$ cat src/rtl/mem_arbiter_if.sv
// mem_arbiter_if: bundles both requester ports and the memory-side signals.
//   slave  modport: arbiter view (requests and mem_data_out in; acks, read data,
//                   busy and memory strobes/address/data out).
//   master modport: requester/memory view (the mirror image).
// Parameters: WORD (data width), SIZE_LOG (address width).
interface mem_arbiter_if #(
    parameter int WORD     = 1,
    parameter int SIZE_LOG = 8
);
    logic                req0, req1;
    logic                we0, we1;
    logic [SIZE_LOG-1:0] addr0, addr1;
    logic [WORD-1:0]     wdata0, wdata1;
    logic                ack0, ack1;
    logic [WORD-1:0]     rdata0, rdata1;
    logic                busy;
    logic                mem_read, mem_write;
    logic [SIZE_LOG-1:0] mem_address;
    logic [WORD-1:0]     mem_data_in;
    logic [WORD-1:0]     mem_data_out;

    modport slave (
        input  req0, req1, we0, we1, addr0, addr1, wdata0, wdata1, mem_data_out,
        output ack0, ack1, rdata0, rdata1, busy,
               mem_read, mem_write, mem_address, mem_data_in
    );

    modport master (
        output req0, req1, we0, we1, addr0, addr1, wdata0, wdata1, mem_data_out,
        input  ack0, ack1, rdata0, rdata1, busy,
               mem_read, mem_write, mem_address, mem_data_in
    );
endinterface

$ cat src/rtl/mem_arbiter.sv
// mem_arbiter: two-port arbiter/sequencer in front of the single-port
// latch-based MC14500B program/data memory. Every access runs
// IDLE -> ACCESS -> ACK -> IDLE, so the memory sees a registered, glitch-free
// one-cycle read or write strobe with address/data held steady around it.
// Ports:
//   clk  - system clock, rising edge
//   rst  - synchronous active-high reset
//   bus  - mem_arbiter_if.slave: req/we/addr/wdata/ack/rdata for ports 0 and 1,
//          busy, and mem_read/mem_write/mem_address/mem_data_in/mem_data_out.
// Configuration macro: MEM_ARB_RR_EN
//   defined   - round-robin between simultaneous requesters (last_gnt register)
//   undefined - fixed priority, port 0 wins simultaneous requests
module mem_arbiter #(
    parameter int WORD     = 1,
    parameter int SIZE_LOG = 8
) (
    input  logic          clk,
    input  logic          rst,
    mem_arbiter_if.slave  bus
);
    localparam logic [1:0] IDLE   = 2'd0;
    localparam logic [1:0] ACCESS = 2'd1;
    localparam logic [1:0] ACK    = 2'd2;

    logic [1:0]          state;
    logic                gnt;        // port owning the in-flight access
    logic                win1;       // port 1 wins arbitration this cycle
    logic                sel_we;
    logic [SIZE_LOG-1:0] sel_addr;
    logic [WORD-1:0]     sel_wdata;
`ifdef MEM_ARB_RR_EN
    logic                last_gnt;   // most recent winner
`endif

    always_comb begin
`ifdef MEM_ARB_RR_EN
        // Port 1 wins alone, or on a tie when port 0 won last time.
        win1 = bus.req1 & (~bus.req0 | ~last_gnt);
`else
        win1 = bus.req1 & ~bus.req0;
`endif
        sel_we    = win1 ? bus.we1    : bus.we0;
        sel_addr  = win1 ? bus.addr1  : bus.addr0;
        sel_wdata = win1 ? bus.wdata1 : bus.wdata0;
    end

    always_ff @(posedge clk) begin
        if (rst) begin
            state           <= IDLE;
            gnt             <= 1'b0;
            bus.ack0        <= 1'b0;
            bus.ack1        <= 1'b0;
            bus.busy        <= 1'b0;
            bus.mem_read    <= 1'b0;
            bus.mem_write   <= 1'b0;
            bus.mem_address <= '0;
            bus.mem_data_in <= '0;
            bus.rdata0      <= '0;
            bus.rdata1      <= '0;
`ifdef MEM_ARB_RR_EN
            last_gnt        <= 1'b1;
`endif
        end else begin
            case (state)
                IDLE: begin
                    if (bus.req0 | bus.req1) begin
                        // Address/data only move here, i.e. while strobes are low.
                        gnt             <= win1;
                        bus.mem_address <= sel_addr;
                        bus.mem_data_in <= sel_wdata;
                        bus.mem_read    <= ~sel_we;
                        bus.mem_write   <= sel_we;
                        bus.busy        <= 1'b1;
                        state           <= ACCESS;
`ifdef MEM_ARB_RR_EN
                        last_gnt        <= win1;
`endif
                    end
                end
                ACCESS: begin
                    bus.mem_read  <= 1'b0;
                    bus.mem_write <= 1'b0;
                    // mem_read still reflects the access kind during ACCESS.
                    if (bus.mem_read) begin
                        if (gnt) bus.rdata1 <= bus.mem_data_out;
                        else     bus.rdata0 <= bus.mem_data_out;
                    end
                    if (gnt) bus.ack1 <= 1'b1;
                    else     bus.ack0 <= 1'b1;
                    state <= ACK;
                end
                ACK: begin
                    bus.ack0 <= 1'b0;
                    bus.ack1 <= 1'b0;
                    bus.busy <= 1'b0;
                    state    <= IDLE;
                end
                default: begin
                    bus.ack0      <= 1'b0;
                    bus.ack1      <= 1'b0;
                    bus.busy      <= 1'b0;
                    bus.mem_read  <= 1'b0;
                    bus.mem_write <= 1'b0;
                    state         <= IDLE;
                end
            endcase
        end
    end
endmodule
$ cat src/flat_wrapper.sv
// flat-port wrapper written by rule: the top's interface ports become plain ports
module mem_arbiter_flat 
#(
    parameter int WORD     = 1,
    parameter int SIZE_LOG = 8
)
  (clk, rst, bus_req0, bus_req1, bus_we0, bus_we1, bus_addr0, bus_addr1, bus_wdata0, bus_wdata1, bus_mem_data_out, bus_ack0, bus_ack1, bus_rdata0, bus_rdata1, bus_busy, bus_mem_read, bus_mem_write, bus_mem_address, bus_mem_data_in);
  mem_arbiter_if #(.WORD(WORD), .SIZE_LOG(SIZE_LOG)) bus_i ();
  input  logic clk;
  input  logic rst;
  input wire logic [$bits(bus_i.req0)-1:0] bus_req0;
  input wire logic [$bits(bus_i.req1)-1:0] bus_req1;
  input wire logic [$bits(bus_i.we0)-1:0] bus_we0;
  input wire logic [$bits(bus_i.we1)-1:0] bus_we1;
  input wire logic [$bits(bus_i.addr0)-1:0] bus_addr0;
  input wire logic [$bits(bus_i.addr1)-1:0] bus_addr1;
  input wire logic [$bits(bus_i.wdata0)-1:0] bus_wdata0;
  input wire logic [$bits(bus_i.wdata1)-1:0] bus_wdata1;
  input wire logic [$bits(bus_i.mem_data_out)-1:0] bus_mem_data_out;
  output wire logic [$bits(bus_i.ack0)-1:0] bus_ack0;
  output wire logic [$bits(bus_i.ack1)-1:0] bus_ack1;
  output wire logic [$bits(bus_i.rdata0)-1:0] bus_rdata0;
  output wire logic [$bits(bus_i.rdata1)-1:0] bus_rdata1;
  output wire logic [$bits(bus_i.busy)-1:0] bus_busy;
  output wire logic [$bits(bus_i.mem_read)-1:0] bus_mem_read;
  output wire logic [$bits(bus_i.mem_write)-1:0] bus_mem_write;
  output wire logic [$bits(bus_i.mem_address)-1:0] bus_mem_address;
  output wire logic [$bits(bus_i.mem_data_in)-1:0] bus_mem_data_in;
  assign bus_i.req0 = bus_req0;
  assign bus_i.req1 = bus_req1;
  assign bus_i.we0 = bus_we0;
  assign bus_i.we1 = bus_we1;
  assign bus_i.addr0 = bus_addr0;
  assign bus_i.addr1 = bus_addr1;
  assign bus_i.wdata0 = bus_wdata0;
  assign bus_i.wdata1 = bus_wdata1;
  assign bus_i.mem_data_out = bus_mem_data_out;
  assign bus_ack0 = bus_i.ack0;
  assign bus_ack1 = bus_i.ack1;
  assign bus_rdata0 = bus_i.rdata0;
  assign bus_rdata1 = bus_i.rdata1;
  assign bus_busy = bus_i.busy;
  assign bus_mem_read = bus_i.mem_read;
  assign bus_mem_write = bus_i.mem_write;
  assign bus_mem_address = bus_i.mem_address;
  assign bus_mem_data_in = bus_i.mem_data_in;
  mem_arbiter #(.WORD(WORD), .SIZE_LOG(SIZE_LOG)) u_core (.clk(clk), .rst(rst), .bus(bus_i));
endmodule
$ cat config.mk
export PLATFORM = sky130hd
export DESIGN_NAME = mem_arbiter_flat
export DESIGN_NICKNAME = d
export VERILOG_FILES = /design/src/rtl/mem_arbiter_if.sv /design/src/rtl/mem_arbiter.sv /design/src/flat_wrapper.sv
export SDC_FILE = /design/constraint.sdc
export NUM_CORES = 1
export LEC_CHECK = 0
export ABC_AREA = 0
export CORE_AREA = 4 4 59 45
export CTS_CLUSTER_DIAMETER = 150
export DETAILED_ROUTE_END_ITERATION = 10
export DIE_AREA = 0 0 63 49
export PLACE_DENSITY = 0.78
export SYNTH_ARGS = -nofsm -noshare
export SYNTH_HDL_FRONTEND = slang
export SYNTH_SLANG_ARGS = --single-unit
$ cat constraint.sdc
create_clock -name clk -period 1.9 [get_ports clk]
set_input_delay 0.38 -clock clk [delete_from_list [all_inputs] [get_ports clk]]
set_output_delay 0.38 -clock clk [all_outputs]
set_load 0.05 [all_outputs]
==> impl_metrics.toml, run 1 <==
[yosys]
synth_nets = 119
yosys_warnings = 0
synth_edf_count = 0
syn_inst = 94
syn_area_per_cell_sq_um = 8.80
synth_area_sq_um = 827
synthFlopType = "dfxtp_1"
synth_cell_types = 25
ys_ff_latch = 19
ys_async_sr_fraction_pct = 0
synth_top_area_cell = "dfxtp_1"
ys_seq_area_share_pct = 46.0
synth_top_area_share_pct = 46.0
netlist_top_cells_area = "dfxtp_1, a311oi_1, nand2_1"

[drt]
vias = 843
wl_per_cell_um = 14.8
met3RoutedLength_um = 184
vias_per_cell = 5.37
drcViolationCount = 0
wl_met1_mm = 1.05
wirelength_mm = 2.32
wl_met2_mm = 1.07
drt_iter0_drc = 25
highest_layer = "met4"
drtPass1Iterations = 4
ant_nets = 0

[global_routing]
grt_pass1_vias = 849
overflow = 0
grt_usage_pct = 15.3
antenna_found_initial = 0
grt_pass1_wl_mm = 3.80
grt_max_degree = 13

[finish]
finalNonFillerCells = 157
final_layout_size_suffix_gt1_share_pct = 8.27
diodes = 0
finalNetCount = 159
final_area_sq_um = 1250
syn_to_final_growth_pct = 51.3
fin_util_pct = 60.0

[placed_design]
port_buffers = 40
routabilityCongestion = 0.809
dpl-instance-area_sq_um = 1220
dp_cells = 153
hpwl_mm = 1.79

[clocking]
cts_made_buffers = 3
clk_latency_ns = 0.30
cts_sinks = 19
cts.clk_slew.worst_paths_ns = 0.10
cts_root_buffer = "clkbuf_4"
htreeDepth = 1
tritoncts = "done"
ctsHoldBuffers = 0
clockBufferDepth = 2

[die]
die-area_sq_um = 3090
ios = 41
rows = 14
die_h_um = 49
core_sq_um = 2080
start_util_pct = 39.7
die_x_um = 63

[timing]
final-setup-viol-count = 0
whs_ns = 0.489
hold_viol_final = 0
rsz0062_at_grt = "false"
worst_pin_slew_ns = 0.621
max_freq_mhz = 543
finalCriticalPeriod_ns = 1.84
finClkSkew_ns = 0.00637
setup_tns_ns = 0
maxSlewHeadroom_pct = 58.4
timing.final.crit_share_pct = 97.0
slew_violations = 0

[critical_path]
critPathTopFamily = "buffers and inverters"
reg2reg_depth = 2
cp_num_buf_inv = 1
path_cells = "clkdlybuf4s50_1"
critPathMaxStageDelay_ns = 0.81
cp_max_fo = 2
crit_cells = 1
arrival_ns = 1.46
critPathRequiredTime_ns = 1.52
worstSetupStartpointType = "register"
criticalPathCategory = "reg2out"
crit_path_end_kind = "output pin"
slowest_stage = "clkdlybuf4s50_1"

[worst_hold_path]
min_delay_path_depth = 2
hold_path_class = "reg2reg"

[run_status]
status = "finished, final reports clean"

[flow_run]
cap_violations = 0

[power_and_ir_drop]
irDropWorstVdd_mv = 0.423
leakagePower_nw = 0.490
powerDensity_nw_per_um2 = 795
==> cell families (layout without fill, tap and decap cells) <==
group,after synthesis,after routing,share of synthesized area [%]
AND/OR/NAND/NOR,36,36,21.0
buffers and inverters,10,49,7.56
AO/OA/AOI/OAI,27,27,23.0
flip-flops,19,19,46.0
multiplexers,2,2,2.42
==> final timing paths <==
check / from / to / slack [ns]
max: u_core.bus.mem_address[1] / bus_mem_address[1] / 0.06
min: u_core.bus.busy / u_core.bus.busy / 0.49
max reg2reg: u_core.state[1] / u_core.bus.mem_address[0] / 0.54
min reg2reg: u_core.bus.busy / u_core.bus.busy / 0.49
==> registers in the layout, summed over array words and instances (netlist names) <==
signal                  count
u_core.bus.mem_data_in      1
u_core.bus.mem_address      8
u_core.bus.rdata1           1
u_core.bus.mem_write        1
u_core.bus.ack1             1
u_core.state                2
u_core.bus.mem_read         1
u_core.bus.busy             1
u_core.bus.ack0             1
u_core.gnt                  1
u_core.bus.rdata0           1
==> area by class of cell <==
type	instances	area, sq um
multi-input combinational	65	384
inverter	2	7.51
sequential	19	380
fill	182	833
timing repair buffer	43	423
clock buffer	4	26.3
tap	24	30.0
==> Yosys cell counts (2+ instances only) <==
cell / n
nand2_1: 19
inv_1: 2
a311oi_1: 9
nor3_1: 2
a21oi_1: 13
mux2i_1: 2
nor2_1: 6
buf_2: 2
nand2b_1: 2
buf_4: 4
dfxtp_1: 19
==> through the flow <==
step           power, mW  setup WS (ns)
6_report           0.994         0.0569
5_1_grt             1.05        0.00142
4_1_cts             1.00         0.0432
3_5_place_dp       0.805         0.0155
3_3_place_gp       0.798          0.113
2_1_floorplan      0.676          0.634
==> routing by layer <==
layer  up-vias  global-route usage [%]
li1        413                       -
met1       394                    18.5
met2        34                    25.0
met3         2                    5.99
met4         0                    4.76
met5         -                       0
==> what timing repair did <==
action / 4_1_cts / 5_1_grt
gates resized for setup: 0 / 1
buffers inserted: 0 / 0
endpoints found under the setup margin: 0 / 1
==> report_power, final <==
group / switching (mW) / leakage [nW] / internal [mW] / total, mW
combinational: 0.193 / 0.318 / 0.138 / 0.331
clock: 0.117 / 0.0150 / 0.0818 / 0.199
sequential: 0.0292 / 0.157 / 0.435 / 0.464
total: 0.339 / 0.490 / 0.655 / 0.994
==> layout by cell type, fill, tap and decap left out <==
| cell | synthesis | final |
|---|---|---|
| clkdlybuf4s50_1 | 0 | 38 |
| nand2_1 | 19 | 19 |
| dfxtp_1 | 19 | 19 |
| a21oi_1 | 13 | 13 |
| a311oi_1 | 9 | 9 |
| nor2_1 | 6 | 6 |
| buf_4 | 4 | 4 |
| clkbuf_4 | 0 | 3 |
| nand2b_1 | 2 | 2 |
| mux2i_1 | 2 | 2 |
| nor3_1 | 2 | 2 |
| inv_1 | 2 | 2 |
| nor3_2 | 1 | 1 |
| nor2b_1 | 1 | 1 |
| or2_1 | 1 | 1 |
| nor2_2 | 1 | 1 |
| a22oi_1 | 1 | 1 |
| o221a_2 | 1 | 1 |
| and4bb_2 | 1 | 1 |
| nand4b_1 | 1 | 1 |
| nor3b_1 | 1 | 1 |
| a211oi_1 | 1 | 1 |
| a2bb2oi_1 | 1 | 1 |
| o221a_1 | 1 | 1 |
| clkbuf_1 | 1 | 1 |
| dlymetal6s2s_1 | 0 | 1 |
Power figures use the tool's default switching activity.
==> inputs of run 2 (changes only) <==
--- a/config.mk
+++ b/config.mk
@@ -5,12 +5,13 @@
 export SDC_FILE = /design/constraint.sdc
 export NUM_CORES = 1
 export LEC_CHECK = 0
-export ABC_AREA = 0
-export CORE_AREA = 4 4 59 45
+export ABC_AREA = 1
+export CORE_AREA = 4 4 61 46
 export CTS_CLUSTER_DIAMETER = 150
 export DETAILED_ROUTE_END_ITERATION = 10
-export DIE_AREA = 0 0 63 49
-export PLACE_DENSITY = 0.78
+export DIE_AREA = 0 0 65 50
+export PLACE_DENSITY = 0.8
+export SKIP_LAST_GASP = 1
 export SYNTH_ARGS = -nofsm -noshare
 export SYNTH_HDL_FRONTEND = slang
 export SYNTH_SLANG_ARGS = --single-unit
==> impl_metrics.toml, run 2 <==
[run_status]
status = "finished, final reports clean"

[power_and_ir_drop]
powerDensity_nw_per_um2 = 731
irDropWorstVdd_mv = 0.463
leakagePower_nw = 0.735

[die]
die_x_um = 65
die_h_um = 50
ios = 41
die-area_sq_um = 3250
core_sq_um = 2150
rows = 14
start_util_pct = 43.8

[critical_path]
cp-startpoint = "u_core.bus.mem_address[1]"
criticalPathCategory = "reg2out"
regToRegStartpoint = "u_core.state[1]"
arrival_ns = 1.46
worstSetupStartpointType = "register"
slowest_stage = "clkdlybuf4s50_1"
path_cells = "clkdlybuf4s50_1"
critPathTopFamily = "buffers and inverters"
cp_num_buf_inv = 1
crit_path_end_kind = "output pin"
critPathRequiredTime_ns = 1.52
cp_max_fo = 2
critPathMaxStageDelay_ns = 0.81

[placed_design]
dp_cells = 218
port_buffers = 40
routabilityCongestion = 0.801
place_ws_ns = 0.146
dpl-instance-area_sq_um = 1360
hpwl_mm = 1.86

[yosys]
netlist_top_cells_area = "dfxtp_1, nand2_1, nor2_1"
syn_area_per_cell_sq_um = 6.29
ys_seq_area_share_pct = 40.3
ys_ff_latch = 19
synth_area_sq_um = 943
yosys_warnings = 0
synth_most_common_cell = "nand2_1"
synthFlopType = "dfxtp_1"
synth_top_area_share_pct = 40.3
synth_cell_types = 17
syn_inst = 150
synth_common_cells = "nand2_1, nor2_1, inv_1"
synth_edf_count = 0
ys_async_sr_fraction_pct = 0
synth_top_area_cell = "dfxtp_1"
synth_nets = 175

[timing]
final-setup-viol-count = 0
setup_tns_ns = 0
rsz0062_at_grt = "false"
whs_ns = 0.485
hold_viol_final = 0
finalCriticalPeriod_ns = 1.84
setup_ws_ns = 0.0551
worst_pin_slew_ns = 0.507
max_freq_mhz = 542
timing.final.crit_share_pct = 97.1
maxSlewHeadroom_pct = 66.1
finClkSkew_ns = 0.00212
slew_violations = 0

[drt]
vias_per_cell = 4.40
vias = 977
drtPass1Iterations = 2
drt_iter0_drc = 29
wl_met2_mm = 1.09
ant_nets = 0
wl_met1_mm = 1.07
highest_layer = "met4"
met3RoutedLength_um = 203
wl_per_cell_um = 10.7
drcViolationCount = 0
wirelength_mm = 2.37

[finish]
final_area_sq_um = 1390
most-common-layout-cells = "nand2_1, clkdlybuf4s50_1, nor2_1"
top_regs = "u_core.bus.mem_address (8), u_core.state (2)"
final_layout_size_suffix_gt1_share_pct = 6.84
top_register = "u_core.bus.mem_address"
layout_commonest_cell = "nand2_1"
finalNonFillerCells = 222
syn_to_final_growth_pct = 47.2
largest_reg_flops = 8
diodes = 0
finalNetCount = 216

[clocking]
tritoncts = "done"
htreeDepth = 1
clockBufferDepth = 2
cts_sinks = 19
cts.clk_slew.worst_paths_ns = 0.10
cts_root_buffer = "clkbuf_4"
cts_made_buffers = 3
clk_latency_ns = 0.30

[worst_hold_path]
hold_path_class = "reg2reg"
worstHoldStart = "u_core.bus.busy"

[flow_run]
cap_violations = 0

[global_routing]
grt_max_degree = 20
overflow = 0
grt_pass1_wl_mm = 3.93
antenna_found_initial = 0
grt_pass1_vias = 934
grt_usage_pct = 15.1
[run 2: cell types whose count changed after synthesis, moves of 3 or more]
cell      change
nand2_1      +29
nand4_1       +3
nor2_1       +18
inv_1        +20
buf_4         -4
nand3_1      +12
a21oi_1      -10
inv_2         +4
a311oi_1      -9
[run 2: metrics by stage]
| step | utilization [%] | power (mW) |
|---|---|---|
| after global placement | 63.0 | 0.819 |
| after CTS | 64.2 | 1.02 |
| after floorplan | - | 0.694 |
| final | 64.5 | 1.01 |
| after global routing | 64.5 | 1.07 |
| after detailed placement | 63.0 | 0.825 |
[run 2: repair_timing]
action / 4_1_cts / 5_1_grt
hold buffers: 0 / 0
setup buffers: 0 / 0
setup endpoints to repair: 0 / 2
gates resized for setup: 0 / 2
hold endpoints to repair: 0 / 0
[run 2: final timing paths]
path                            cells past startpoint                   to  slack (ns)
worst min-delay path                                2      u_core.bus.busy        0.49
worst min register to register                      2      u_core.bus.busy        0.49
worst max register to register                      7  u_core.bus.mem_read        0.72
worst max-delay path                                1   bus_mem_address[1]        0.06
[run 2: area by class of cell]
type                    instances  area, sq um
well taps                      32         40.0
multi-input cells              99          430
repair buffers                 41          410
fillers                       201          766
flip-flops and latches         19          380
inverters                      27          101
clock buffers                   4         26.3
[run 2: logic make-up after synthesis]
group           count (synthesis)  share of synthesized area (%)
compound gates                  8                           4.51
buf+inv                        32                           14.1
flops                          19                           40.3
simple gates                   91                           41.1
[run 2: where the power goes]
part           switching (mW)  internal (mW)
Clock                   0.118         0.0819
Combinational           0.221          0.137
Sequential             0.0216          0.435
Total                   0.361          0.654
[run 2: metal layers]
metal  up-vias  global-route usage, %
met1       414                   18.5
met2        30                   25.6
met3         3                   5.68
met5         -                      0
met4         0                   2.46
li1        530                      -
